==> config.mk <==
export PLATFORM = sky130hd
export DESIGN_NAME = sr_pulse_encoder
export DESIGN_NICKNAME = d
export VERILOG_FILES = /design/src/rtl/sr_pulse_encoder.sv
export SDC_FILE = /design/constraint.sdc
export NUM_CORES = 1
export LEC_CHECK = 0
export BUFFER_PORTS_ARGS = -buffer_cell sky130_fd_sc_hd__buf_2
export CORE_AREA = 4 4 41 43
export CTS_CLUSTER_DIAMETER = 120
export DETAILED_ROUTE_END_ITERATION = 8
export DIE_AREA = 0 0 45 47
export GPL_TIMING_DRIVEN = 0
export PLACE_DENSITY = 0.71
export SLEW_MARGIN = 20
export SYNTH_ARGS = -nofsm -noshare
export SYNTH_HDL_FRONTEND = slang
export SYNTH_SLANG_ARGS = --single-unit
==> constraint.sdc <==
create_clock -name CLK -period 2.1 [get_ports CLK]
set_clock_uncertainty 0.2 [all_clocks]
set_input_delay 0.315 -clock CLK [delete_from_list [all_inputs] [get_ports CLK]]
set_output_delay 0.315 -clock CLK [all_outputs]
set_load 0.02 [all_outputs]
==> src/rtl/sr_pulse_encoder.sv <==
`default_nettype none
// ============================================================================
// Module   : sr_pulse_encoder
// Brief    : Sync + debounce a raw level, then emit one S (rise) or R (fall)
//            pulse of PW cycles to drive an SR latch.
// Revision : 1.0 - initial release
// ============================================================================
module sr_pulse_encoder #(
    parameter int DB_CYCLES = 4,
    parameter int PW        = 2
) (
    input  logic CLK,
    input  logic RST,
    input  logic D,
    input  logic EN,
    output logic S,
    output logic R,
    output logic Q_MON,
    output logic BUSY
);

    localparam int c_db_w = $clog2(DB_CYCLES + 1);
    localparam int c_pw_w = $clog2(PW + 1);

    localparam logic [c_db_w-1:0] c_db_last = c_db_w'(DB_CYCLES - 1);
    localparam logic [c_pw_w-1:0] c_pw_load = c_pw_w'(PW - 1);

    localparam logic [1:0] c_st_idle = 2'd0;
    localparam logic [1:0] c_st_setp = 2'd1;
    localparam logic [1:0] c_st_rstp = 2'd2;

    logic              r_sync1;
    logic              r_sync2;
    logic [c_db_w-1:0] r_db_cnt;
    logic              r_q_mon;
    logic              r_qe;
    logic [c_pw_w-1:0] r_pw_cnt;
    logic [1:0]        r_state;
    logic              r_s;
    logic              r_r;
    logic              r_busy;

    logic [1:0]        w_state_nxt;
    logic              w_qe_nxt;
    logic [c_pw_w-1:0] w_pw_cnt_nxt;
    logic              w_s_nxt;
    logic              w_r_nxt;
    logic              w_busy_nxt;

    // Synchroniser and debouncer run independently of EN and of the FSM.
    always_ff @(posedge CLK or posedge RST) begin
        if (RST) begin
            r_sync1  <= 1'b0;
            r_sync2  <= 1'b0;
            r_db_cnt <= '0;
            r_q_mon  <= 1'b0;
        end else begin
            r_sync1 <= D;
            r_sync2 <= r_sync1;
            if (r_sync2 == r_q_mon) begin
                r_db_cnt <= '0;
            end else if (r_db_cnt == c_db_last) begin
                r_q_mon  <= r_sync2;
                r_db_cnt <= '0;
            end else begin
                r_db_cnt <= r_db_cnt + 1'b1;
            end
        end
    end

    // State register; outputs are registered from the next-state decode so
    // they change on the same edge as the state and never glitch.
    always_ff @(posedge CLK or posedge RST) begin
        if (RST) begin
            r_state  <= c_st_idle;
            r_qe     <= 1'b0;
            r_pw_cnt <= '0;
            r_s      <= 1'b0;
            r_r      <= 1'b0;
            r_busy   <= 1'b0;
        end else begin
            r_state  <= w_state_nxt;
            r_qe     <= w_qe_nxt;
            r_pw_cnt <= w_pw_cnt_nxt;
            r_s      <= w_s_nxt;
            r_r      <= w_r_nxt;
            r_busy   <= w_busy_nxt;
        end
    end

    always_comb begin
        w_state_nxt  = r_state;
        w_qe_nxt     = r_qe;
        w_pw_cnt_nxt = r_pw_cnt;
        case (r_state)
            c_st_idle: begin
                if (EN && (r_q_mon != r_qe)) begin
                    w_qe_nxt     = r_q_mon;
                    w_pw_cnt_nxt = c_pw_load;
                    w_state_nxt  = r_q_mon ? c_st_setp : c_st_rstp;
                end
            end
            c_st_setp, c_st_rstp: begin
                if (r_pw_cnt == '0) begin
                    w_state_nxt = c_st_idle;
                end else begin
                    w_pw_cnt_nxt = r_pw_cnt - 1'b1;
                end
            end
            default: begin
                w_state_nxt = c_st_idle;
            end
        endcase
    end

    always_comb begin
        w_s_nxt    = (w_state_nxt == c_st_setp);
        w_r_nxt    = (w_state_nxt == c_st_rstp);
        w_busy_nxt = w_s_nxt | w_r_nxt;
    end

    assign S     = r_s;
    assign R     = r_r;
    assign BUSY  = r_busy;
    assign Q_MON = r_q_mon;

endmodule
`default_nettype wire

==> impl_results.html <==
<table>
<tr><th>Metric</th><th>Value</th></tr>
<tr><th colspan="2">Timing</th></tr>
<tr><td>Hold Fails Final Rpt</td><td>0</td></tr>
<tr><td>Final critical path time including I/O delays and setup</td><td>2.02 ns</td></tr>
<tr><td>RSZ-0062 raised after global routing</td><td>false</td></tr>
<tr><td>Crit path setup slack, layout</td><td>roughly 0.083 ns</td></tr>
<tr><td>Highest clock rate</td><td>roughly 0.5 GHz</td></tr>
<tr><td>Final worst path period share</td><td>0.960</td></tr>
<tr><td>Final Slew Violations</td><td>0</td></tr>
<tr><td>Setup tns final</td><td>0 ns</td></tr>
<tr><td>Final worst hold slack</td><td>0.168 ns</td></tr>
<tr><td>Relative max-transition margin</td><td>0.652</td></tr>
<tr><td>Least-Margin Pin Slew</td><td>roughly 0.52 ns</td></tr>
<tr><td>Number of endpoints failing setup at the final stage</td><td>0</td></tr>
<tr><th colspan="2">Routing</th></tr>
<tr><td>Starting DRC count in detailed routing</td><td>4</td></tr>
<tr><td>Routed via count</td><td>about 480</td></tr>
<tr><td>Routed Wire Length</td><td>~1100 um</td></tr>
<tr><td>Remaining antenna violation count</td><td>0</td></tr>
<tr><td>Vias per std cell</td><td>5.25</td></tr>
<tr><td>Count of unresolved DRC violations after routing</td><td>0</td></tr>
<tr><td>Number of iterations in the first detailed-routing pass</td><td>4</td></tr>
<tr><td>Avg WL per Cell</td><td>12.4 um</td></tr>
<tr><th colspan="2">Die</th></tr>
<tr><td>Row Count</td><td>13</td></tr>
<tr><td>Die outline height</td><td>47 um</td></tr>
<tr><td>Initial Utilization</td><td>0.521</td></tr>
<tr><td>Die outline area</td><td>between 2000 and 2500 um2</td></tr>
<tr><td>I/O pin count</td><td>8</td></tr>
<tr><td>Standard cell core area</td><td>about 1300 um2</td></tr>
<tr><td>Die width</td><td>45 um</td></tr>
<tr><th colspan="2">Logic synthesis</th></tr>
<tr><td>Main combinational cell family by area after synthesis</td><td>simple AND/OR/NAND/NOR gates</td></tr>
<tr><td>Post-synth EDFFs</td><td>0</td></tr>
<tr><td>Area fraction in compound gates after synthesis</td><td>0.127</td></tr>
<tr><td>Avg Cell Area, Syn</td><td>between 10 and 15 um2</td></tr>
<tr><td>Number of cells produced by synthesis</td><td>63</td></tr>
<tr><td>Parity-gate share of the synthesized area counting xor and xnor cells</td><td>0.0369</td></tr>
<tr><td>Post-synth top flop</td><td>dfrtp_1</td></tr>
<tr><td>Syn. warnings</td><td>0</td></tr>
<tr><td>Simple-gate area share of the yosys netlist</td><td>0.164</td></tr>
<tr><td>Proportion of synthesized chip area in sequential cells</td><td>0.517</td></tr>
<tr><td>Flop and latch count out of synthesis</td><td>14</td></tr>
<tr><td>Net Count, Synth</td><td>73</td></tr>
<tr><td>Number of unique standard cell types used by synthesis</td><td>23</td></tr>
<tr><td>Synth Cell Area</td><td>678 um2</td></tr>
<tr><td>Area share of the largest cell type after synthesis</td><td>0.517</td></tr>
<tr><td>Adder-cell area share of the yosys netlist</td><td>0.111</td></tr>
<tr><td>Cell types with the largest area share after synthesis</td><td>dfrtp_1, ha_1, inv_1, nor2b_1, a211oi_1</td></tr>
<tr><td>Area leader, netlist</td><td>dfrtp_1</td></tr>
<tr><td>Async SR Flop Fraction</td><td>1.00</td></tr>
<tr><td>Mux contribution to synthesized area</td><td>0</td></tr>
<tr><th colspan="2">Critical path</th></tr>
<tr><td>Most frequent CP cell</td><td>inv_1</td></tr>
<tr><td>End of the worst register-to-register path</td><td>BUSY</td></tr>
<tr><td>Crit path from</td><td>r_state[1]</td></tr>
<tr><td>Data required time of the worst path</td><td>roughly 2.1 ns</td></tr>
<tr><td>Cell with the largest stage delay on the worst path</td><td>dfrtp_1</td></tr>
<tr><td>Category of the critical setup timing path</td><td>flop to flop</td></tr>
<tr><td>Worst EP arrival</td><td>approximately 2.0 ns</td></tr>
<tr><td>Reg-to-reg critical path startpoint</td><td>r_state[1]</td></tr>
<tr><td>Critical path peak fanout</td><td>4</td></tr>
<tr><td>Nature of the critical path endpoint</td><td>flop</td></tr>
<tr><td>Crit path buffers/inverters</td><td>2</td></tr>
<tr><td>Worst setup slack for register-to-register paths</td><td>just over 0.08 ns</td></tr>
<tr><td>CP peak stage delay</td><td>around 0.38 ns</td></tr>
<tr><td>Startpoint kind of the worst setup timing path</td><td>flop</td></tr>
<tr><td>Cell Chain, Critical Path</td><td>inv_1, ha_2, nor2b_2, a21oi_1, or3_1, ha_1, inv_1</td></tr>
<tr><td>Cell family with the largest share of critical-path delay</td><td>adder cells</td></tr>
<tr><td>Path depth of the worst reg2reg path</td><td>7</td></tr>
<tr><td>Number of stages on the worst setup path</td><td>7</td></tr>
<tr><th colspan="2">CTS</th></tr>
<tr><td>Clock tree from TritonCTS</td><td>done</td></tr>
<tr><td>Clock network latency to the later pin of the worst-skew pair</td><td>around 0.28 ns</td></tr>
<tr><td>Number of buffers created by CTS</td><td>3</td></tr>
<tr><td>Clock tree sinks</td><td>14</td></tr>
<tr><td>Register clock-pin slew on the reported worst setup and hold paths</td><td>0.08 ns</td></tr>
<tr><td># H-tree levels</td><td>1</td></tr>
<tr><td>CTS Buffer Depth</td><td>2</td></tr>
<tr><td>Clock root buffer</td><td>clkbuf_4</td></tr>
<tr><th colspan="2">Pwr</th></tr>
<tr><td>Power share of the sequential group</td><td>0.374</td></tr>
<tr><td>Internal</td><td>around 700 uW</td></tr>
<tr><td>Max rail drop VDD</td><td>~750 uV</td></tr>
<tr><td>Clock network power share</td><td>0.167</td></tr>
<tr><td>Power dissipated by switching net loads</td><td>451 uW</td></tr>
<tr><td>Leakage component of the power</td><td>between 0.3 and 0.4 nW</td></tr>
<tr><td>Ratio of total power to cell area</td><td>about 1400 nW/um2</td></tr>
<tr><td>Overall power after layout</td><td>around 1.1 mW</td></tr>
<tr><td>Combinational power share</td><td>0.460</td></tr>
<tr><td>Switching part of the total power</td><td>0.395</td></tr>
<tr><th colspan="2">Cells and area</th></tr>
<tr><td>Ratio of cells with drive above 1 in the final layout</td><td>0.184</td></tr>
<tr><td>Final Instance Area</td><td>approximately 790 um2</td></tr>
<tr><td>Area added between synthesis and finish</td><td>17.0%</td></tr>
<tr><td>Util after Layout</td><td>0.610</td></tr>
<tr><td>Post-route non-filler standard cell count</td><td>a little over 90</td></tr>
<tr><td>Ant diodes</td><td>0</td></tr>
<tr><td>Most common library cell in the layout ignoring fill and taps</td><td>dfrtp_1</td></tr>
<tr><td>Number of nets in the final layout</td><td>87</td></tr>
<tr><td>Most frequent cells in the layout</td><td>dfrtp_1, inv_1, buf_2</td></tr>
<tr><th colspan="2">Global routing</th></tr>
<tr><td>GRT overflow</td><td>0</td></tr>
<tr><td>Via count of the first global-routing pass</td><td>487</td></tr>
<tr><td>Global routing usage summed across all routing layers</td><td>0.138</td></tr>
<tr><td>Antenna violations before repair</td><td>0</td></tr>
<tr><td>Global-route wire length before repair</td><td>around 2000 um</td></tr>
<tr><td>Pin count of the biggest net entering global routing</td><td>15</td></tr>
<tr><th colspan="2">Placed design</th></tr>
<tr><td>Post-detailed-placement half-perimeter wirelength</td><td>between 800 and 900 um</td></tr>
<tr><td>Number of placed instances, taps included</td><td>85</td></tr>
<tr><td>Post-placement setup slack</td><td>0.0774 ns</td></tr>
<tr><td>IO Port Bufs</td><td>7</td></tr>
<tr><td>Post-Place Cell Area</td><td>between 700 and 800 um2</td></tr>
<tr><td>Final RePlAce weighted congestion</td><td>0.789</td></tr>
<tr><th colspan="2">Hold path</th></tr>
<tr><td>Class of the most critical hold timing path</td><td>flop to flop</td></tr>
<tr><td>Number of instances on the worst hold path</td><td>0</td></tr>
<tr><td>Launch instance of the worst min-delay path</td><td>r_sync1</td></tr>
<tr><td>End point of the most critical hold path</td><td>r_sync2</td></tr>
<tr><th colspan="2">Run</th></tr>
<tr><td>Max-Cap Viols</td><td>0</td></tr>
<tr><th colspan="2">Status</th></tr>
<tr><td>Outcome</td><td>finished, final reports clean</td></tr>
</table>
[worst reg2reg max path, stage by stage, from the launching register on]
cell and delay [ns]:
dfrtp_1 0.38, inv_1 0.05, ha_2 0.35, nor2b_2 0.19, a21oi_1 0.07, or3_1 0.36
ha_1 0.28, inv_1 0.03
[layout make-up]
type / count / area, um2
tap: 15 / 18.8
clock buffer: 4 / 36.3
inverter: 8 / 30.0
multi-input combinational: 41 / 303
sequential: 14 / 350
fill: 116 / 508
timing repair buffer: 9 / 55.1
[how the worst max path moves through the flow]
stage	endpoint	slack (ns)
global placement	BUSY	0.08
CTS	BUSY	0.04
detailed placement	BUSY	0.08
finish	BUSY	0.08
global route	BUSY	0.008
floorplan	BUSY	0.21
[power by group through the flow]
stage / sequential (mW) / combinational [mW] / clock [mW]
2_1_floorplan: 0.460 / 0.354 / 0
3_3_place_gp: 0.427 / 0.498 / 0
3_5_place_dp: 0.433 / 0.503 / 0
4_1_cts: 0.428 / 0.513 / 0.197
5_1_grt: 0.439 / 0.600 / 0.209
6_report: 0.426 / 0.525 / 0.190
[flip-flops by register name (all words and copies together) (netlist names)]
register  flops
r_sync1       1
R             1
r_sync2       1
r_state       2
r_pw_cnt      2
r_qe          1
r_db_cnt      3
Q_MON         1
BUSY          1
S             1
[synthesized netlist by cell type, types with 2 or more instances]
| master | count |
|---|---|
| dfrtp_1 | 14 |
| inv_1 | 8 |
| ha_1 | 6 |
| nor2b_1 | 4 |
| a211oi_1 | 3 |
| a21oi_1 | 3 |
| nand2_1 | 3 |
| nor2_1 | 3 |
| o21ai_0 | 3 |
| nand3b_1 | 2 |
| nor3_1 | 2 |
[timing repair]
| item | CTS | global route |
|---|---|---|
| hold endpoints to repair | 15 | 0 |
| hold buffers | 2 | 0 |
| buffers inserted | 0 | 0 |
| gates resized for setup | 0 | 2 |
| endpoints found under the setup margin | 0 | 1 |
[metal layers]
metal	GRT usage	vias to the layer above	wire length (um)
li1	-	239	-
met1	0.174	218	539
met2	0.206	16	484
met3	0.0421	5	80
met4	0.0877	0	27
met5	0	-	0
[cell families (layout without fill, tap and decap cells)]
family / count (synthesis) / after routing
compound gates: 13 / 13
flops: 14 / 14
fa+ha+maj: 6 / 6
buf+inv: 8 / 21
xor+xnor: 2 / 2
simple gates: 20 / 20
Note: power is estimated with default switching activity, not from simulation.
